`config.mk`:
```
export PLATFORM = sky130hd
export DESIGN_NAME = mem_arbiter_flat
export DESIGN_NICKNAME = d
export VERILOG_FILES = /design/src/rtl/mem_arbiter_if.sv /design/src/rtl/mem_arbiter.sv /design/src/flat_wrapper.sv
export SDC_FILE = /design/constraint.sdc
export NUM_CORES = 1
export LEC_CHECK = 0
export ABC_CLOCK_PERIOD_IN_PS = 3250
export CORE_MARGIN = 10
export CORE_UTILIZATION = 40
export DETAILED_ROUTE_END_ITERATION = 16
export MAX_ROUTING_LAYER = met4
export PLACE_DENSITY = 0.78
export SETUP_SLACK_MARGIN = 0.4
export SKIP_LAST_GASP = 1
export SLEW_MARGIN = 20
export SYNTH_ARGS = -nofsm -noshare
export SYNTH_HDL_FRONTEND = slang
export SYNTH_SLANG_ARGS = --single-unit
```
`constraint.sdc`:
```
create_clock -name clk -period 3.25 [get_ports clk]
set_input_delay 0.8125 -clock clk [delete_from_list [all_inputs] [get_ports clk]]
set_output_delay 0.8125 -clock clk [all_outputs]
set_load 0.01 [all_outputs]
```
`src/rtl/mem_arbiter_if.sv`:
```
// Memory-side bus of the two-port arbiter: request/ready handshake plus address and data.
// The arbiter drives it through the master modport. The memory model drives it through the slave modport.
interface mem_arbiter_if #(
  parameter int W = 32
);
  logic         mem_req;
  logic         mem_we;
  logic [W-1:0] mem_adr;
  logic [W-1:0] mem_wd;
  logic [W-1:0] mem_rd;
  logic         mem_ready;

  modport master (
    output mem_req, mem_we, mem_adr, mem_wd,
    input  mem_rd, mem_ready
  );

  modport slave (
    input  mem_req, mem_we, mem_adr, mem_wd,
    output mem_rd, mem_ready
  );
endinterface

```
`src/rtl/mem_arbiter.sv`:
```
// Round-robin arbiter sharing one variable-latency memory between the core (port 0) and a loader/DMA (port 1).
// A watchdog aborts any access whose mem_ready never arrives.
module mem_arbiter #(
  parameter int W       = 32,
  parameter int TIMEOUT = 15
) (
  input  logic          clk,
  input  logic          reset,
  input  logic          req0,
  input  logic          req1,
  input  logic          we0,
  input  logic          we1,
  input  logic [W-1:0]  adr0,
  input  logic [W-1:0]  adr1,
  input  logic [W-1:0]  wd0,
  input  logic [W-1:0]  wd1,
  output logic          done0,
  output logic          done1,
  output logic          err0,
  output logic          err1,
  output logic [W-1:0]  rd,
  mem_arbiter_if.master mem
);

  localparam int CW = $clog2(TIMEOUT + 1);

  typedef enum logic [1:0] {IDLE, BUSY, DONE} state_t;

  state_t        state;
  logic          gnt;
  logic          last;
  logic          we_q;
  logic [W-1:0]  adr_q;
  logic [W-1:0]  wd_q;
  logic [W-1:0]  rd_q;
  logic          err_q;
  logic [CW-1:0] cnt;
  logic          pick;

  // On a tie the port that did not win last time goes next.
  always_comb begin
    pick = req1;
    if (req0 && req1) pick = ~last;
  end

  // The latched request registers double as the memory-side outputs, so they are cleared when BUSY ends.
  always_ff @(posedge clk or negedge reset) begin
    if (!reset) begin
      state <= IDLE;
      gnt   <= 1'b0;
      last  <= 1'b1;
      we_q  <= 1'b0;
      adr_q <= '0;
      wd_q  <= '0;
      rd_q  <= '0;
      err_q <= 1'b0;
      cnt   <= '0;
      done0 <= 1'b0;
      done1 <= 1'b0;
    end else begin
      case (state)
        IDLE: begin
          if (req0 || req1) begin
            state <= BUSY;
            gnt   <= pick;
            last  <= pick;
            we_q  <= pick ? we1 : we0;
            adr_q <= pick ? adr1 : adr0;
            wd_q  <= pick ? wd1 : wd0;
            cnt   <= '0;
          end
        end
        BUSY: begin
          if (mem.mem_ready || cnt == CW'(TIMEOUT - 1)) begin
            state <= DONE;
            done0 <= ~gnt;
            done1 <= gnt;
            err_q <= ~mem.mem_ready;
            rd_q  <= (mem.mem_ready && !we_q) ? mem.mem_rd : '0;
            we_q  <= 1'b0;
            adr_q <= '0;
            wd_q  <= '0;
          end else begin
            cnt <= cnt + 1'b1;
          end
        end
        DONE: begin
          state <= IDLE;
          done0 <= 1'b0;
          done1 <= 1'b0;
          rd_q  <= '0;
          err_q <= 1'b0;
        end
        default: state <= IDLE;
      endcase
    end
  end

  assign mem.mem_req = (state == BUSY);
  assign mem.mem_we  = we_q;
  assign mem.mem_adr = adr_q;
  assign mem.mem_wd  = wd_q;
  assign rd          = rd_q;
  assign err0        = err_q & ~gnt;
  assign err1        = err_q & gnt;

endmodule

```
`src/flat_wrapper.sv`:
```
// flat-port wrapper written by rule: the top's interface ports become plain ports
module mem_arbiter_flat 
#(
  parameter int W       = 32,
  parameter int TIMEOUT = 15
)
  (clk, reset, req0, req1, we0, we1, adr0, adr1, wd0, wd1, done0, done1, err0, err1, rd, mem_mem_req, mem_mem_we, mem_mem_adr, mem_mem_wd, mem_mem_rd, mem_mem_ready);
  mem_arbiter_if #(.W(W)) mem_i ();
  input  logic clk;
  input  logic reset;
  input  logic req0;
  input  logic req1;
  input  logic we0;
  input  logic we1;
  input  logic [W-1:0] adr0;
  input  logic [W-1:0] adr1;
  input  logic [W-1:0] wd0;
  input  logic [W-1:0] wd1;
  output logic done0;
  output logic done1;
  output logic err0;
  output logic err1;
  output logic [W-1:0] rd;
  output wire logic [$bits(mem_i.mem_req)-1:0] mem_mem_req;
  output wire logic [$bits(mem_i.mem_we)-1:0] mem_mem_we;
  output wire logic [$bits(mem_i.mem_adr)-1:0] mem_mem_adr;
  output wire logic [$bits(mem_i.mem_wd)-1:0] mem_mem_wd;
  input wire logic [$bits(mem_i.mem_rd)-1:0] mem_mem_rd;
  input wire logic [$bits(mem_i.mem_ready)-1:0] mem_mem_ready;
  assign mem_mem_req = mem_i.mem_req;
  assign mem_mem_we = mem_i.mem_we;
  assign mem_mem_adr = mem_i.mem_adr;
  assign mem_mem_wd = mem_i.mem_wd;
  assign mem_i.mem_rd = mem_mem_rd;
  assign mem_i.mem_ready = mem_mem_ready;
  mem_arbiter #(.W(W), .TIMEOUT(TIMEOUT)) u_core (.clk(clk), .reset(reset), .req0(req0), .req1(req1), .we0(we0), .we1(we1), .adr0(adr0), .adr1(adr1), .wd0(wd0), .wd1(wd1), .done0(done0), .done1(done1), .err0(err0), .err1(err1), .rd(rd), .mem(mem_i));
endmodule
```
==> flow_summary.ini <==
[finish]
multiInputGateArea_sq_um = 2068
num-fill-cells = 1026
mostFrequentLayoutCell = sky130_fd_sc_hd__clkdlybuf4s50_1
layout.cells.most_common_list = 267 x sky130_fd_sc_hd__clkdlybuf4s50_1, 107 x sky130_fd_sc_hd__dfrtp_1, 102 x sky130_fd_sc_hd__nand2_1
area_growth_syn_to_layout_pct = 60.49
finish.net_count = 940
post_route_cells_drive_above_1_share_pct = 3.995
diodes = 0
regArea_sq_um = 2704

[synth]
yosys-mux-area-fraction_pct = 5.916
fraction_of_the_yosys_area_taken_by_sequential_cells_pct = 53.27
synthSimpleGateAreaFrac_pct = 17.40
number_of_synthesis_warnings = 0
compound_cell_area_share_of_the_yosys_netlist_pct = 16.34
yosys_cell_types = 32
ys_seq_elements = 108
synthesized_nets = 702
post-synth-top-area-fraction_pct = 52.75
netlist_instances = 533
synth_largest_area_cell = sky130_fd_sc_hd__dfrtp_1
mappedNetlistArea_sq_um = 5076
synth_top_cells_by_area = sky130_fd_sc_hd__dfrtp_1 53%, sky130_fd_sc_hd__nand2_1 7.5%, sky130_fd_sc_hd__o21ai_0 6.4%
synthAdderAreaFrac_pct = 0.4930
syn_area_per_cell_sq_um = 9.524
synth_xor_xnor_area_share_pct = 0
synth_top_family_by_area = simple AND/OR/NAND/NOR gates

[detailed_routing]
drtIter0Drc = 226
detailroute.via_count = 4801
detail_route.vias_per_cell = 5.064
drt_pre_antenna_iters = 4
drcViolationCount = 0
met2_routed_wl_mm = 8.476
wl_met3_mm = 1.764
topRoutingLayerUsed = met4
routed_wl_mm = 17.10
route.layer.met1.wl_mm = 6.642
wl_per_cell_um = 18.04
ant_nets = 0

[pwr]
vdd_ir_drop_max_mv = 0.4649
p_leak_nw = 3.479
p_per_area_nw_per_um2 = 811.3

[clock_tree]
cts_made_buffers = 9
post_cts_resized = 0
worstSkewPairLatency_ns = 0.34
cts_root_buf = sky130_fd_sc_hd__clkbuf_16
clkTransAtPathRegs_ns = 0.07
clock_tree_from_tritoncts = yes
cts_setup_buffers = 0
ctsHtreeMaxLevel = 3
ctsHoldBuffers = 0
clock-sinks = 108
cts-root-to-sink-buffers = 2

[placement]
place_hpwl_mm = 13.38
finalWeightedCongestion = 0.8290
place.port_buffers = 268

[timing]
grt_setup_unrepaired = false
totalNegativeSetupSlack_ns = 0
worst_pin_slew_ns = 1.036
period_share_pct = 78.77
worst_clock_skew_ns = 0.007616
clock.fmax_mhz = 390.6
timing.final.max_slew_violations = 0
setup-violations-final = 0
timing.slew.headroom_pct = 30.96
hold_slack_ns = 0.3774
timing.final.hold_violations = 0
layout_min_cycle_time_ns = 2.560

[setup_path]
arrival_ns = 1.75
worst-endpoint-required_ns = 2.44
worst-setup-path-type = register to output pin
worst_path_dominant_cell_family = buffers and inverters
worst_setup_path_start_kind = register
cp.buffers_inverters = 2
slowest_delay_ns = 0.59
worst_setup_path_end_kind = output pin
worstPathMaxFanout = 8
timing.critical_path.cells = nand2b_2 > inv_1 > clkdlybuf4s50_1
cell_with_the_largest_stage_delay_on_the_worst_path = sky130_fd_sc_hd__clkdlybuf4s50_1

[floorplan]
initial_utilization_pct = 40.55
die_h_um = 132.7
pin_count = 269
die_area_sq_um = 17600
fp.dieW_um = 132.7
row_count = 41
fp.coreArea_sq_um = 12520

[global_route]
grt_pass1_vias = 5080
grt_overflow_total = 0
grt_max_degree = 102
grt_first_pass_wirelength_mm = 27.35
number_of_antenna_violations_at_the_first_check_in_global_routing = 0
grt_use_total_pct = 19.76

[min_path]
worst_hold_path_type = input pin to async pin

[run]
max_cap_violations = 0

[status]
outcome = completed
layer usage:
metal  up-vias  GRT usage [%]
met1      2255          20.68
met3        14          8.933
met4         0          5.868
li1       2340              -
met5         -              -
met2       192          32.93
logic make-up (layout without fill, tap and decap cells):
logic type / count (synthesis) / count (layout)
AND/OR/NAND/NOR: 187 / 187
buffers and inverters: 56 / 299
multiplexers: 30 / 30
AO/OA/AOI/OAI: 150 / 150
flip-flops: 108 / 108
adder cells (fa/ha/maj): 2 / 2
cells in the mapped netlist:
| cell type | instances |
|---|---|
| sky130_fd_sc_hd__buf_6 | 11 |
| sky130_fd_sc_hd__o21ai_1 | 40 |
| sky130_fd_sc_hd__or3_1 | 2 |
| sky130_fd_sc_hd__or2_1 | 1 |
| sky130_fd_sc_hd__buf_4 | 6 |
| sky130_fd_sc_hd__o21ai_0 | 65 |
| sky130_fd_sc_hd__o2bb2ai_1 | 2 |
| sky130_fd_sc_hd__a21boi_2 | 1 |
| sky130_fd_sc_hd__a31oi_1 | 38 |
| sky130_fd_sc_hd__buf_2 | 11 |
| sky130_fd_sc_hd__nand3_1 | 34 |
| sky130_fd_sc_hd__ha_1 | 2 |
| sky130_fd_sc_hd__dfstp_2 | 1 |
| sky130_fd_sc_hd__buf_1 | 2 |
| sky130_fd_sc_hd__o211ai_2 | 1 |
| sky130_fd_sc_hd__a22o_1 | 1 |
| sky130_fd_sc_hd__mux2i_1 | 30 |
| sky130_fd_sc_hd__nor3_1 | 1 |
| sky130_fd_sc_hd__inv_1 | 6 |
| sky130_fd_sc_hd__o32ai_1 | 1 |
| sky130_fd_sc_hd__clkbuf_1 | 16 |
| sky130_fd_sc_hd__o211ai_1 | 1 |
| sky130_fd_sc_hd__or3b_1 | 1 |
| sky130_fd_sc_hd__nor2b_1 | 2 |
| sky130_fd_sc_hd__and3_1 | 37 |
| sky130_fd_sc_hd__and2_1 | 1 |
| sky130_fd_sc_hd__dfrtp_1 | 107 |
| sky130_fd_sc_hd__nor3b_4 | 1 |
| sky130_fd_sc_hd__nand2_1 | 102 |
| sky130_fd_sc_hd__nand2b_1 | 4 |
| sky130_fd_sc_hd__clkbuf_2 | 4 |
| sky130_fd_sc_hd__nor2_1 | 1 |
where the power goes:
group          switching [mW]  internal (mW)  total [mW]
clock                   0.492          0.700        1.19
combinational            1.56           1.58        3.14
sequential              0.352           1.92        2.28
sequential cells by signal, indices dropped and copies added, names as in the netlist:
signal and cells:
u_core.mem.mem_wd 32, u_core.state 2, u_core.gnt 1, u_core.cnt 4, u_core.err_q 1, u_core.rd 32, u_core.last 1, u_core.mem.mem_we 1
u_core.done0 1, u_core.done1 1, u_core.mem.mem_adr 32
cell type report:
| cell class | instances | area share (%) |
|---|---|---|
| inverters | 6 | 0.2765 |
| multi-input cells | 369 | 25.39 |
| clock inverters | 5 | 1.029 |
| clock buffers | 11 | 2.980 |
| repair buffers | 277 | 34.50 |
| well taps | 172 | 2.642 |
| flip-flops and latches | 108 | 33.19 |
metrics by stage:
step	util, %	setup slack (ns)	area, sq um	instances	total power, mW
3_5_place_dp	62.48	0.5062	7820	932	5.500
3_3_place_gp	62.48	0.6203	7820	932	5.388
6_report	65.08	0.6900	8147	948	6.609
4_1_cts	65.08	0.6706	8147	948	6.709
2_1_floorplan	-	1.455	5076	533	3.824
5_1_grt	65.08	0.6205	8147	948	7.086
worst reg2reg max path, cell delays in order (launching register included):
cell	delay, ns
sky130_fd_sc_hd__dfrtp_1	0.40
sky130_fd_sc_hd__inv_1	0.07
sky130_fd_sc_hd__ha_1	0.19
sky130_fd_sc_hd__and3_1	0.29
sky130_fd_sc_hd__o21ai_4	0.40
sky130_fd_sc_hd__buf_12	0.27
sky130_fd_sc_hd__nand3_1	0.11
sky130_fd_sc_hd__o21ai_0	0.11
path summary, 6_finish.rpt:
check / depth (start not counted) / slack, ns / start / end
worst max-delay path: 3 / 0.69 / u_core.state[1] / mem_mem_req
worst min-delay path: 1 / 0.38 / reset / u_core.rd[10]
worst max register to register: 7 / 1.33 / u_core.cnt[0] / u_core.rd[7]
worst min register to register: 2 / 0.48 / u_core.mem.mem_adr[23] / u_core.mem.mem_adr[23]
max in group asynchronous: 2 / 2.09 / reset / u_core.last
min in group clk: 2 / 0.48 / u_core.mem.mem_adr[23] / u_core.mem.mem_adr[23]
No activity file was read; power rests on OpenSTA's default activity.
==> edit: new RTL, config.mk and constraints unchanged <==
Put a register stage on the outputs `err0` and `err1`. The values now appear one clock later. The other outputs are not delayed to match.
--- a/src/rtl/mem_arbiter.sv
+++ b/src/rtl/mem_arbiter.sv
@@ -103,4 +103,6 @@
   assign rd          = rd_q;
-  assign err0        = err_q & ~gnt;
-  assign err1        = err_q & gnt;
+  always_ff @(posedge clk) begin
+    err0 <= err_q & ~gnt;
+    err1 <= err_q & gnt;
+  end
 
Formal check against the unedited RTL: same outputs for any inputs over 10 cycles, from zero or initial values and one cycle with reset low; that may be too few to reach the edited logic, so the function may still have changed.
==> edit against the original RTL <==
Count of clock-buffer cells in the layout grew 2. Cell count rose by 0.63%. Total power rose by 0.45%. Area after synthesis is 0.79% higher. Non-clock buffer count grew 4. Design area is 0.29% higher. Wire length grew 3.8%. Sequential cell count is 2 higher. Setup slack worse by 0.014 ns.
==> edit: results (changes against the original RTL) <==
| Item | Value | Change |
|:---|:---|:---|
| Outcome | complete, no violations |  |
| Max VDD drop | 0.401 mV | -14% |
| Reg2Reg Depth | 7 | unchanged |
| Routed vias | 4823 | +0.46% |
| Met3 usage in global routing | 8.12% | -0.81 points |
| Setup slack, reg-to-reg | 1.06 ns | -0.27 ns |
| Largest cells by area after synthesis | sky130_fd_sc_hd__dfrtp_1, sky130_fd_sc_hd__nand2_1, sky130_fd_sc_hd__o21ai_0 |  |
| Worst skew pair latency | 0.34 ns | about the same |
| Number of H-tree levels | 3 | unchanged |
| Async S/R FF share, synth | 98.2% | -1.8 points |
| Routed met3 length | 1.67 mm | -5.2% |
| Max Root-Sink Buffers | 2 | unchanged |
| Number of nets in the finished design | 946 | +0.64% |
| Synthesized net count | 704 | +0.28% |
| Met2 Resource Use GR | 33.9% | +0.97 points |
| Met1 wire length | 6.78 mm | +2.1% |
| Share of synthesized cell area in full adder, half adder and majority cells | 0.489% | -0.0039 points |
| Detailed placement HPWL | 13.9 mm | +4.0% |
| Count of fill cells added during filler insertion | 1040 | +1.4% |
| Wire length of the first global-routing pass | 27.8 mm | +1.5% |
| Pin slew with the least headroom to its limit | 0.641 ns | -0.395 ns |
| Compound-cell area share of the yosys netlist | 16.2% | -0.13 points |
| Setup Skew | 0.00564 ns | -0.00197 ns |
| Routing usage on met1 | 21.0% | +0.28 points |
| Mux contribution to synthesized area | 5.87% | -0.046 points |
| Portion of the post-synthesis area used by sequential elements | 53.6% | +0.37 points |
| Family with the most delay on the worst path | buffers and inverters |  |
| Total power after layout | 0.00664 W | +0.45% |
| R2R Path End | u_core.rd[21]$_DFFE_PN0P_ |  |
| Dpl cell area | 0.00785 mm² | +0.42% |
| Port-buffer cells | 268 | unchanged |
| Leakage power figure | 3.50 nW | +0.51% |
| Switching power of the nets | 0.00241 W | +0.38% |
| Post-synth cell types | 33 | +3.1% |
| Met2 wire len | 8.96 mm | +5.7% |
| Iteration-0 DRC count of the detailed router | 278 | +23% |
| Place WS | 0.644 ns | +0.138 ns |
| Warnings, synthesis | 0 | unchanged |
| Global routing usage summed across all routing layers | 20.1% | +0.33 points |
| Share of total power in sequential cells | 34.7% | +0.3 points |
| Routability congestion estimate | 0.838 | +1.1% |
| Layout cells sized above 1 | 4.22% | +0.23 points |
| Number of global-route vias before repair | 5260 | +3.5% |
[edit: cell types whose count changed after synthesis]
cell / change
sky130_fd_sc_hd__dfxtp_1: +2
[edit: logic make-up (layout without fill, tap and decap cells)]
group                    after synthesis  in the layout
multiplexers                          30             30
AND/OR/NAND/NOR                      187            187
AO/OA/AOI/OAI                        150            150
adder cells (fa/ha/maj)                2              2
buffers and inverters                 56            303
flip-flops                           110            110
[edit: layout make-up]
cell class	count	area (µm²)	share of cell area [%]
clock buffer	13	250	3.06
clock inverter	3	67.6	0.827
inverter	6	22.5	0.276
multi-input combinational	369	2070	25.3
sequential	110	2740	33.6
tap	172	215	2.63
timing repair buffer	281	2800	34.3
[edit: through the flow]
stage               instances  hold slack, ns  utilization [%]
global route              954           0.420             65.0
detailed placement        938           0.469             62.5
floorplan                 535           0.459                -
global placement          938           0.460             62.5
CTS                       954           0.403             65.0
finish                    954           0.403             65.0
